`config.mk`:
```
export PLATFORM = sky130hd
export DESIGN_NAME = seven_seg_scanner
export DESIGN_NICKNAME = d
export VERILOG_FILES = /design/src/rtl/seven_seg_scanner.sv
export SDC_FILE = /design/constraint.sdc
export NUM_CORES = 1
export LEC_CHECK = 0
export ABC_AREA = 1
export BUFFER_PORTS_ARGS = -buffer_cell sky130_fd_sc_hd__buf_2
export CELL_PAD_IN_SITES_DETAIL_PLACEMENT = 0
export CELL_PAD_IN_SITES_GLOBAL_PLACEMENT = 1
export CORE_UTILIZATION = 35
export DETAILED_ROUTE_END_ITERATION = 6
export PLACE_DENSITY = 0.78
export REMOVE_ABC_BUFFERS = 1
export SETUP_SLACK_MARGIN = 0.3
export SLEW_MARGIN = 10
export SYNTH_ARGS = -nofsm -noshare
export SYNTH_HDL_FRONTEND = slang
export SYNTH_SLANG_ARGS = --single-unit
export TNS_END_PERCENT = 5
```
`constraint.sdc`:
```
create_clock -name i_clk -period 2 [get_ports i_clk]
set_input_delay 0.2 -clock i_clk [delete_from_list [all_inputs] [get_ports i_clk]]
set_output_delay 0.2 -clock i_clk [all_outputs]
set_load 0.03 [all_outputs]
```
`src/rtl/seven_seg_scanner.sv`:
```
// -----------------------------------------------------------------------------
// seven_seg_scanner
//
// Time-multiplexed driver for a multi-digit seven-segment display. Each digit
// carries one hex nibble, a decimal point and a blank flag. The digits are
// scanned round-robin. Every digit slot begins with a dead interval in which
// all anodes are off, so the previous digit cannot ghost into the next one.
// Host writes land in a pending buffer. They are promoted to the displayed
// (active) buffer only at a frame boundary, so a frame never shows a mix of
// old and new digits.
//
// Build option:
//   LEADING_ZERO_SUPPRESS_EN - when defined, a digit is also blanked when its
//                              own nibble and every higher nibble are zero.
//                              Digit 0 is never suppressed. The decimal point
//                              of a suppressed digit still lights.
//
// Parameters:
//   NUM_DIGITS      digits scanned (1..8)
//   DIGIT_CYCLES    clock cycles per digit slot (>= 2)
//   DEAD_CYCLES     leading cycles of each slot with all anodes off
//   SEG_ACTIVE_LOW  1 = o_segs/o_dp driven low to light a segment
//   AN_ACTIVE_LOW   1 = o_an driven low to select a digit
//
// Ports:
//   i_clk           system clock
//   i_rst_n         asynchronous active-low reset
//   i_load          single-cycle strobe; captures i_data/i_dp/i_blank
//   i_data          hex nibbles, digit k = [4k+3:4k], digit 0 rightmost
//   i_dp            decimal point enable per digit
//   i_blank         blank enable per digit
//   o_segs          segments {a,b,c,d,e,f,g}, bit 6 = a
//   o_dp            decimal point of the selected digit
//   o_an            digit select, one-hot when active
//   o_pending       captured data is waiting for the next frame boundary
//   o_frame_start   one-cycle pulse after each frame boundary
//
// All outputs are registered and reflect the state one cycle earlier.
// -----------------------------------------------------------------------------
module seven_seg_scanner #(
   parameter int NUM_DIGITS     = 4,
   parameter int DIGIT_CYCLES   = 50000,
   parameter int DEAD_CYCLES    = 500,
   parameter int SEG_ACTIVE_LOW = 1,
   parameter int AN_ACTIVE_LOW  = 1
) (
   input  logic                    i_clk,
   input  logic                    i_rst_n,
   input  logic                    i_load,
   input  logic [4*NUM_DIGITS-1:0] i_data,
   input  logic [NUM_DIGITS-1:0]   i_dp,
   input  logic [NUM_DIGITS-1:0]   i_blank,
   output logic [6:0]              o_segs,
   output logic                    o_dp,
   output logic [NUM_DIGITS-1:0]   o_an,
   output logic                    o_pending,
   output logic                    o_frame_start
);

   // ---------------------------------------------------------------------------
   // Derived constants
   // ---------------------------------------------------------------------------
   localparam int PW = $clog2(DIGIT_CYCLES);
   localparam int IW = (NUM_DIGITS > 1) ? $clog2(NUM_DIGITS) : 1;

   localparam logic [PW-1:0] PRESC_LAST = PW'(DIGIT_CYCLES - 1);
   localparam logic [PW-1:0] DEAD_END   = PW'(DEAD_CYCLES);
   localparam logic [IW-1:0] DIGIT_LAST = IW'(NUM_DIGITS - 1);

   // "Off" levels for each output group. XOR-ing an active-high value with
   // the off level gives the pin level for either polarity.
   localparam logic [6:0]            SEG_OFF = (SEG_ACTIVE_LOW != 0) ? 7'h7F : 7'h00;
   localparam logic                  DP_OFF  = (SEG_ACTIVE_LOW != 0);
   localparam logic [NUM_DIGITS-1:0] AN_OFF  = (AN_ACTIVE_LOW != 0) ?
                                               {NUM_DIGITS{1'b1}} : {NUM_DIGITS{1'b0}};

   // ---------------------------------------------------------------------------
   // Hex to segment glyph, active-high, bit 6 = a ... bit 0 = g
   // ---------------------------------------------------------------------------
   function automatic logic [6:0] hex_glyph(input logic [3:0] nib);
      logic [6:0] g;
      g = 7'h00;
      unique case (nib)
         4'h0: g = 7'h7E;
         4'h1: g = 7'h30;
         4'h2: g = 7'h6D;
         4'h3: g = 7'h79;
         4'h4: g = 7'h33;
         4'h5: g = 7'h5B;
         4'h6: g = 7'h5F;
         4'h7: g = 7'h70;
         4'h8: g = 7'h7F;
         4'h9: g = 7'h7B;
         4'hA: g = 7'h77;
         4'hB: g = 7'h1F;
         4'hC: g = 7'h4E;
         4'hD: g = 7'h3D;
         4'hE: g = 7'h4F;
         4'hF: g = 7'h47;
      endcase
      return g;
   endfunction

   // ---------------------------------------------------------------------------
   // State
   // ---------------------------------------------------------------------------
   logic [PW-1:0]           presc_q,      presc_d;
   logic [IW-1:0]           digit_q,      digit_d;

   logic [4*NUM_DIGITS-1:0] act_data_q,   act_data_d;
   logic [NUM_DIGITS-1:0]   act_dp_q,     act_dp_d;
   logic [NUM_DIGITS-1:0]   act_blank_q,  act_blank_d;

   logic [4*NUM_DIGITS-1:0] pend_data_q,  pend_data_d;
   logic [NUM_DIGITS-1:0]   pend_dp_q,    pend_dp_d;
   logic [NUM_DIGITS-1:0]   pend_blank_q, pend_blank_d;
   logic                    pending_q,    pending_d;

   logic [6:0]              segs_q,       segs_d;
   logic                    dp_q,         dp_d;
   logic [NUM_DIGITS-1:0]   an_q,         an_d;
   logic                    frame_start_q, frame_start_d;

   logic                    presc_wrap;
   logic                    frame_boundary;

   // ---------------------------------------------------------------------------
   // Scan timing: prescaler inside a slot, digit index across slots
   // ---------------------------------------------------------------------------
   assign presc_wrap     = (presc_q == PRESC_LAST);
   assign frame_boundary = presc_wrap && (digit_q == DIGIT_LAST);

   always_comb begin : scan_next
      // NOTE: every signal assigned in a combinational block gets a default
      // first; a path that leaves one unassigned would infer a latch.
      presc_d = presc_q + 1'b1;
      digit_d = digit_q;
      if (presc_wrap) begin
         presc_d = '0;
         digit_d = (digit_q == DIGIT_LAST) ? '0 : digit_q + 1'b1;
      end
   end

   // ---------------------------------------------------------------------------
   // Double buffer. A load on the boundary cycle bypasses the pending buffer,
   // so the newest data wins over anything already waiting.
   // ---------------------------------------------------------------------------
   always_comb begin : buffer_next
      act_data_d   = act_data_q;
      act_dp_d     = act_dp_q;
      act_blank_d  = act_blank_q;
      pend_data_d  = pend_data_q;
      pend_dp_d    = pend_dp_q;
      pend_blank_d = pend_blank_q;
      pending_d    = pending_q;

      if (i_load && frame_boundary) begin
         act_data_d  = i_data;
         act_dp_d    = i_dp;
         act_blank_d = i_blank;
         pending_d   = 1'b0;
      end else if (i_load) begin
         pend_data_d  = i_data;
         pend_dp_d    = i_dp;
         pend_blank_d = i_blank;
         pending_d    = 1'b1;
      end else if (frame_boundary && pending_q) begin
         act_data_d  = pend_data_q;
         act_dp_d    = pend_dp_q;
         act_blank_d = pend_blank_q;
         pending_d   = 1'b0;
      end
   end

   // ---------------------------------------------------------------------------
   // Leading-zero suppression mask (bit k set = digit k suppressed)
   // ---------------------------------------------------------------------------
   logic [NUM_DIGITS-1:0] lz_blank;

`ifdef LEADING_ZERO_SUPPRESS_EN
   always_comb begin : lz_mask
      logic zero_above;
      lz_blank   = '0;
      zero_above = 1'b1;
      // Walk from the most significant digit down; stop short of digit 0 so
      // an all-zero value still shows a single "0".
      for (int k = NUM_DIGITS - 1; k >= 1; k--) begin
         zero_above  = zero_above && (act_data_q[4*k +: 4] == 4'h0);
         lz_blank[k] = zero_above;
      end
   end
`else
   assign lz_blank = '0;
`endif

   // ---------------------------------------------------------------------------
   // Per-digit selection (explicit compare loop keeps every index in range
   // for digit counts that are not a power of two)
   // ---------------------------------------------------------------------------
   logic [3:0]            cur_nib;
   logic                  cur_dp;
   logic                  cur_blank;
   logic                  cur_lz;
   logic [NUM_DIGITS-1:0] cur_onehot;

   always_comb begin : digit_select
      cur_nib    = 4'h0;
      cur_dp     = 1'b0;
      cur_blank  = 1'b0;
      cur_lz     = 1'b0;
      cur_onehot = '0;
      for (int k = 0; k < NUM_DIGITS; k++) begin
         if (digit_q == IW'(k)) begin
            cur_nib       = act_data_q[4*k +: 4];
            cur_dp        = act_dp_q[k];
            cur_blank     = act_blank_q[k];
            cur_lz        = lz_blank[k];
            cur_onehot[k] = 1'b1;
         end
      end
   end

   // ---------------------------------------------------------------------------
   // Output next-state. Everything is dark during the dead interval and for
   // an explicitly blanked digit. A suppressed leading zero keeps its anode
   // only when its decimal point has to be shown.
   // ---------------------------------------------------------------------------
   logic in_dead;
   assign in_dead = (presc_q < DEAD_END);

   always_comb begin : output_next
      an_d          = AN_OFF;
      segs_d        = SEG_OFF;
      dp_d          = DP_OFF;
      frame_start_d = frame_boundary;

      if (!in_dead && !cur_blank) begin
         if (!cur_lz) begin
            an_d   = cur_onehot ^ AN_OFF;
            segs_d = hex_glyph(cur_nib) ^ SEG_OFF;
            dp_d   = cur_dp ^ DP_OFF;
         end else if (cur_dp) begin
            an_d = cur_onehot ^ AN_OFF;
            dp_d = ~DP_OFF;
         end
      end
   end

   // ---------------------------------------------------------------------------
   // Registers
   // ---------------------------------------------------------------------------
   // NOTE: sequential state uses non-blocking assignments only, so every
   // flop samples the pre-edge value regardless of statement order.
   always_ff @(posedge i_clk or negedge i_rst_n) begin
      if (!i_rst_n) begin
         presc_q       <= '0;
         digit_q       <= '0;
         // NOTE: the digit buffers are small flop banks, not RAM. They are
         // reset so the display shows zeros and any pending write is dropped.
         act_data_q    <= '0;
         act_dp_q      <= '0;
         act_blank_q   <= '0;
         pend_data_q   <= '0;
         pend_dp_q     <= '0;
         pend_blank_q  <= '0;
         pending_q     <= 1'b0;
         segs_q        <= SEG_OFF;
         dp_q          <= DP_OFF;
         an_q          <= AN_OFF;
         frame_start_q <= 1'b0;
      end else begin
         presc_q       <= presc_d;
         digit_q       <= digit_d;
         act_data_q    <= act_data_d;
         act_dp_q      <= act_dp_d;
         act_blank_q   <= act_blank_d;
         pend_data_q   <= pend_data_d;
         pend_dp_q     <= pend_dp_d;
         pend_blank_q  <= pend_blank_d;
         pending_q     <= pending_d;
         segs_q        <= segs_d;
         dp_q          <= dp_d;
         an_q          <= an_d;
         frame_start_q <= frame_start_d;
      end
   end

   assign o_segs        = segs_q;
   assign o_dp          = dp_q;
   assign o_an          = an_q;
   assign o_pending     = pending_q;
   assign o_frame_start = frame_start_q;

endmodule
```
==> out/metrics.yaml, run 1 <==
cts_sinks: 80
cts_made_buffers: 9
num-fill-cells: 1186
synth.avg_cell_area_sq_um: 7.41
ys_types: 31
ys_seq_area_frac: 0.479
cpPeakStageDelay_ns: 0.44
fin_tns_setup_ns: 0
cts_max_path_buffers: 2
min-delay-start: "i_data[8]"
finalCriticalPeriod_ns: 1.84
placed_cells: 745
tritoncts: "built"
total_power_w: 0.00369
critPathMaxFanout: 5
path_buf_inv: 4
wl_microns: 10200
clk-insertion-delay-late_ns: 0.34
track_usage: 0.178
finalNonFillerCells: 779
r2r-end: "o_segs[5]$_DFF_PN1_"
finalCritPeriodShare: 0.918
dp_hpwl_microns: 6750
io_buffers: 40
hold_path.class: "input port to register"
final_nets: 669
areaGrowthSynthToFinish_pct: 24.6
netlist_area_sq_um: 4210
end_kind: "register"
core_area_sq_um: 11600
status: "finished, violations left"
ir_drop_uv: 404
reg2reg_from: "digit_q[0]$_DFFE_PN0N_"
start_kind: "register"
gr-total-overflow: 0
cts_root_buf: "clkbuf_16"
postSynthCellCount: 568
die-area_sq_um: 12500
grt_max_degree: 49
final_area_sq_um: 5240
hold_depth: 3
arrival_ns: 2.10
drc: 10
die_x_microns: 112
dieHeight_microns: 112
relSlewSlack: 0.490
worst_pin_slew_ns: 0.764
r2r_cells: 13
gp_congestion: 0.796
leakagePower_nw: 2.91
htreeDepth: 3
crit_family: "flip-flops"
hold_viol_final: 0
p_per_area_nw_per_um2: 704
grt_pass1_wl_microns: 17900
min_to: "pend_data_q[8]$_DFFE_PN0P_"
first_global_vias: 3729
drtIter0Drc: 162
antenna_found_initial: 0
fp-row-count: 39
critPathKind: "register to register"
antenna_left: 0
fmax_mhz: 545
worstPathCellList: "inv_4 > ha_4 > inv_2 > nor2_2 > nor2_2 > a21oi_4 > inv_2 > ha_4 > inv_2 > nand2_2 > nand2_1 > nand2_1 > nand2_1"
first_pass_iters: 7
synth-seq-cells: 80
regToRegSetupSlack_ns: 0.16
maxSlewViolCount: 0
vias_per_cell: 4.71
ios: 41
wl_per_cell_microns: 13.1
cap_violations: 0
required_ns: 2.27
place_area_sq_um: 4600
vias: 3672
fin_worst_skew_ns: 0.00709
setup_viol: 0
violations: "design-rule violations"
n_antenna_cell: 0
initial_core_util: 0.364
final_util: 0.453
crit_slowest_cell: "dfrtp_2"
ys_warn_count: 0
grt_setup_unrepaired: "yes"
clk_pin_slew_ns: 0.06
drive_gt1_frac: 0.234
-- flip-flops by register name, indices dropped and copies added (netlist names) --
signal         count
presc_q           16
act_blank_q        4
digit_q            2
act_data_q        16
o_an               4
o_pending          1
pend_dp_q          4
o_frame_start      1
pend_data_q       16
o_dp               1
act_dp_q           4
pend_blank_q       4
o_segs             7
-- through the flow --
stage          setup WS [ns]  hold WS [ns]
2_1_floorplan         -0.403       -0.0956
3_3_place_gp         -0.0181         0.265
3_5_place_dp          -0.124         0.276
4_1_cts                0.189         0.101
5_1_grt               0.0348         0.118
6_report               0.165         0.108
-- layout by cell type, fill, tap and decap left out, types with 9 or more instances in the layout --
master | Yosys | final
buf_2 | 10 | 39
buf_4 | 1 | 25
clkbuf_16 | 0 | 9
dfrtp_1 | 68 | 66
dfstp_2 | 12 | 12
inv_1 | 64 | 55
nand2_1 | 218 | 212
nand3_1 | 46 | 42
nor2_1 | 75 | 72
-- report_power, final --
group,total [W],switching [W],internal (W)
combinational,0.000198,0.000124,0.0000740
sequential,0.00168,0.0000221,0.00166
clock,0.00181,0.000675,0.00113
total,0.00369,0.000822,0.00287
-- worst max-delay path by stage --
stage | start | endpoint | slack [ns] | depth (start not counted)
5_1_grt | digit_q[0]$_DFFE_PN0N_ | o_segs[5]$_DFF_PN1_ | 0.03 | 13
2_1_floorplan | presc_q[0]$_DFF_PN0_ | act_blank_q[0]$_DFFE_PN0P_ | -0.40 | 7
4_1_cts | presc_q[0]$_DFF_PN0_ | pend_dp_q[2]$_DFFE_PN0P_ | 0.19 | 9
3_5_place_dp | digit_q[1]$_DFFE_PN0N_ | o_segs[3]$_DFF_PN1_ | -0.12 | 12
3_3_place_gp | digit_q[1]$_DFFE_PN0N_ | o_segs[3]$_DFF_PN1_ | -0.02 | 12
6_report | digit_q[0]$_DFFE_PN0N_ | o_segs[5]$_DFF_PN1_ | 0.16 | 13
-- layer usage --
metal	GRT usage	up-vias	wire (microns)
met3	0.0348	11	365
met4	0.0586	0	143
met5	0	-	0
met2	0.299	76	4860
met1	0.231	1723	4840
li1	-	1862	-
-- synth_stat cells, drive strengths merged --
| master | count | area [sq um] |
|---|---|---|
| o21ai | 5 | 25.0 |
| o211ai | 1 | 7.51 |
| dfrtp | 68 | 1700 |
| xor2 | 5 | 43.8 |
| nand3b | 2 | 15.0 |
| ha | 11 | 138 |
| a31oi | 1 | 6.26 |
| nand3 | 46 | 230 |
| o21bai | 1 | 7.51 |
| nor3 | 4 | 20.0 |
| buf | 17 | 110 |
| o221ai | 1 | 8.76 |
| nand2 | 224 | 871 |
| a21oi | 14 | 70.1 |
| nor3b | 2 | 15.0 |
| or2 | 2 | 12.5 |
| clkbuf | 3 | 11.3 |
| dfstp | 12 | 315 |
| nor2 | 77 | 313 |
| nand4 | 5 | 31.3 |
| inv | 66 | 250 |
| and2 | 1 | 6.26 |
-- cells by family (layout without fill, tap and decap cells) --
kind of cell | Yosys count | after routing | share of synthesized area
AO/OA/AOI/OAI | 23 | 23 | 0.0297
XOR/XNOR | 5 | 5 | 0.0104
adder cells (fa/ha/maj) | 11 | 11 | 0.0327
buffers and inverters | 86 | 154 | 0.0883
flip-flops | 80 | 80 | 0.479
AND/OR/NAND/NOR | 363 | 363 | 0.360
-- worst register-to-register path, delay by kind of cell, from the launching register on --
kind,cells,cell delay [ns]
flip-flops,1,0.44
adder cells (fa/ha/maj),2,0.43
AND/OR/NAND/NOR,6,0.40
buffers and inverters,4,0.29
AO/OA/AOI/OAI,1,0.20
-- area by class of cell --
cell class                      instances  area [sq um]  area share
Sequential cell                        80          2020       0.385
Multi-Input combinational cell        402          1980       0.378
Timing Repair Buffer                   72           478      0.0912
Inverter                               66           255      0.0487
Clock buffer                           10           239      0.0456
Tap cell                              143           179      0.0341
Clock inverter                          6          92.6      0.0177
-- repair_timing --
action | 4_1_cts | 5_1_grt
endpoints found under the setup margin | 60 | 64
pin swaps | 12 | 7
buffers inserted | 12 | 4
resized for setup | 36 | 18
hold buffers | 1 | 0
endpoints found under the hold margin | 35 | 0
gates cloned | 1 | 0
Power figures use the tool's default switching activity.
==> run 2, diff against run 1 <==
--- a/config.mk
+++ b/config.mk
@@ -11,6 +11,7 @@
 export CELL_PAD_IN_SITES_GLOBAL_PLACEMENT = 1
 export CORE_UTILIZATION = 35
 export DETAILED_ROUTE_END_ITERATION = 6
+export MAX_ROUTING_LAYER = met4
 export PLACE_DENSITY = 0.78
 export REMOVE_ABC_BUFFERS = 1
 export SETUP_SLACK_MARGIN = 0.3
==> run 2 against run 1 <==
Against the previous run:
- wire length is 0.27% higher
- total power up 0.10%
- largest power group unchanged
- the run still ends with design-rule violations left
- die area unchanged
- first-iteration DRC count up 15%
- flip-flop and latch count is the same
==> out/metrics.yaml, run 2 (synthesis results as in run 1) <==
status: "finished, violations left"
violations: "design-rule violations"
crit_start: "digit_q[0]$_DFFE_PN0N_"
gp_congestion: 0.807
relSlewSlack: 0.488
wl_microns: 10200
cap_violations: 0
cts_max_path_buffers: 2
areaGrowthSynthToFinish_pct: 24.6
fin_worst_skew_ns: 0.00832
ir_drop_uv: 404
tritoncts: "built"
maxSlewViolCount: 0
r2r-end: "o_segs[5]$_DFF_PN1_"
track_usage: 0.184
core_area_sq_um: 11600
dieHeight_microns: 112
drtIter0Drc: 186
antenna_left: 0
p_per_area_nw_per_um2: 704
setup_viol: 0
final_area_sq_um: 5240
wl_per_cell_microns: 13.2
top_layer: "met4"
r2r_cells: 13
first_global_vias: 3720
first_pass_iters: 7
placed_cells: 745
clk-insertion-delay-late_ns: 0.34
grt_setup_unrepaired: "yes"
critPathMaxFanout: 5
finalCriticalPeriod_ns: 1.84
vias: 3670
fmax_mhz: 543
io_buffers: 40
die-area_sq_um: 12500
ios: 41
dp_hpwl_microns: 6750
required_ns: 2.27
start_kind: "register"
n_antenna_cell: 0
htreeDepth: 3
hold_viol_final: 0
final_cell_mix: "nand2_1 (212), nor2_1 (72), dfrtp_1 (66)"
finalNonFillerCells: 779
largestRegisters: "act_data_q (16), pend_data_q (16), presc_q (16)"
crit_end: "o_segs[5]$_DFF_PN1_"
final_nets: 669
hold_path.class: "input port to register"
cts_root_buf: "clkbuf_16"
gr-total-overflow: 0
num-fill-cells: 1186
drive_gt1_frac: 0.234
critPathKind: "register to register"
finalCritPeriodShare: 0.921
met2_length_microns: 4900
leakagePower_nw: 2.91
end_kind: "register"
fp-row-count: 39
final_common_cell: "nand2_1"
reg2reg_from: "digit_q[0]$_DFFE_PN0N_"
clk_pin_slew_ns: 0.07
grt_max_degree: 49
arrival_ns: 2.11
cts_made_buffers: 9
grt_pass1_wl_microns: 17900
worst_pin_slew_ns: 0.767
wl_met1_microns: 4870
die_x_microns: 112
regToRegSetupSlack_ns: 0.16
drc: 10
antenna_found_initial: 0
route.met3.wl_microns: 373
initial_core_util: 0.364
vias_per_cell: 4.71
place_area_sq_um: 4600
cts_sinks: 80
[run 2: stage by stage]
| step | setup WS [ns] | total power [W] | hold slack [ns] | setup TNS, ns | utilization |
|---|---|---|---|---|---|
| global route | 0.0361 | 0.00384 | 0.118 | 0 | 0.453 |
| detailed placement | -0.124 | 0.00191 | 0.276 | -0.500 | 0.398 |
| finish | 0.157 | 0.00369 | 0.106 | 0 | 0.453 |
| global placement | -0.0181 | 0.00191 | 0.265 | -0.0286 | 0.398 |
| floorplan | -0.403 | 0.00180 | -0.0956 | -9.91 | - |
| CTS | 0.189 | 0.00374 | 0.101 | 0 | 0.445 |
[run 2: cell type report]
| class | count | area (sq um) | area share |
|---|---|---|---|
| clock buffer | 10 | 239 | 0.0456 |
| clock inverter | 6 | 92.6 | 0.0177 |
| inverter | 66 | 255 | 0.0487 |
| multi-input combinational | 402 | 1980 | 0.378 |
| sequential | 80 | 2020 | 0.385 |
| tap | 143 | 179 | 0.0341 |
| timing repair buffer | 72 | 478 | 0.0912 |
[run 2: layer usage]
metal | up-vias | global-route usage
li1 | 1869 | -
met1 | 1715 | 0.233
met2 | 75 | 0.298
met3 | 11 | 0.0343
met4 | 0 | 0.0586
met5 | - | -
[run 2: worst min-delay path by stage]
stage | startpoint | to | depth (start not counted)
2_1_floorplan | i_rst_n | act_blank_q[0]$_DFFE_PN0P_ | 0
6_report | i_data[8] | pend_data_q[8]$_DFFE_PN0P_ | 3
5_1_grt | i_blank[1] | pend_blank_q[1]$_DFFE_PN0P_ | 3
4_1_cts | i_data[8] | pend_data_q[8]$_DFFE_PN0P_ | 3
3_5_place_dp | i_rst_n | presc_q[11]$_DFF_PN0_ | 1
3_3_place_gp | i_rst_n | presc_q[11]$_DFF_PN0_ | 1
[run 2: timing repair]
item                       in CTS  in global routing
hold endpoints to repair       35                  0
hold buffers                    1                  0
buffers inserted               12                  4
resized for setup              36                 18
pin swaps                      12                  7
setup endpoints to repair      60                 64
cloned                          1                  0
[run 2: where the power goes]
| group | total [W] | switching [W] | internal (W) |
|---|---|---|---|
| Clock | 0.00181 | 0.000679 | 0.00113 |
| Combinational | 0.000198 | 0.000124 | 0.0000740 |
| Sequential | 0.00168 | 0.0000220 | 0.00166 |
[run 2: worst max-delay path: stages (launching register included)]
cell	delay, ns
dfrtp_2	0.45
inv_4	0.10
ha_4	0.16
inv_2	0.07
nor2_2	0.11
nor2_2	0.06
a21oi_4	0.20
inv_2	0.09
ha_4	0.26
inv_2	0.03
nand2_2	0.08
nand2_1	0.05
nand2_1	0.05
nand2_1	0.04
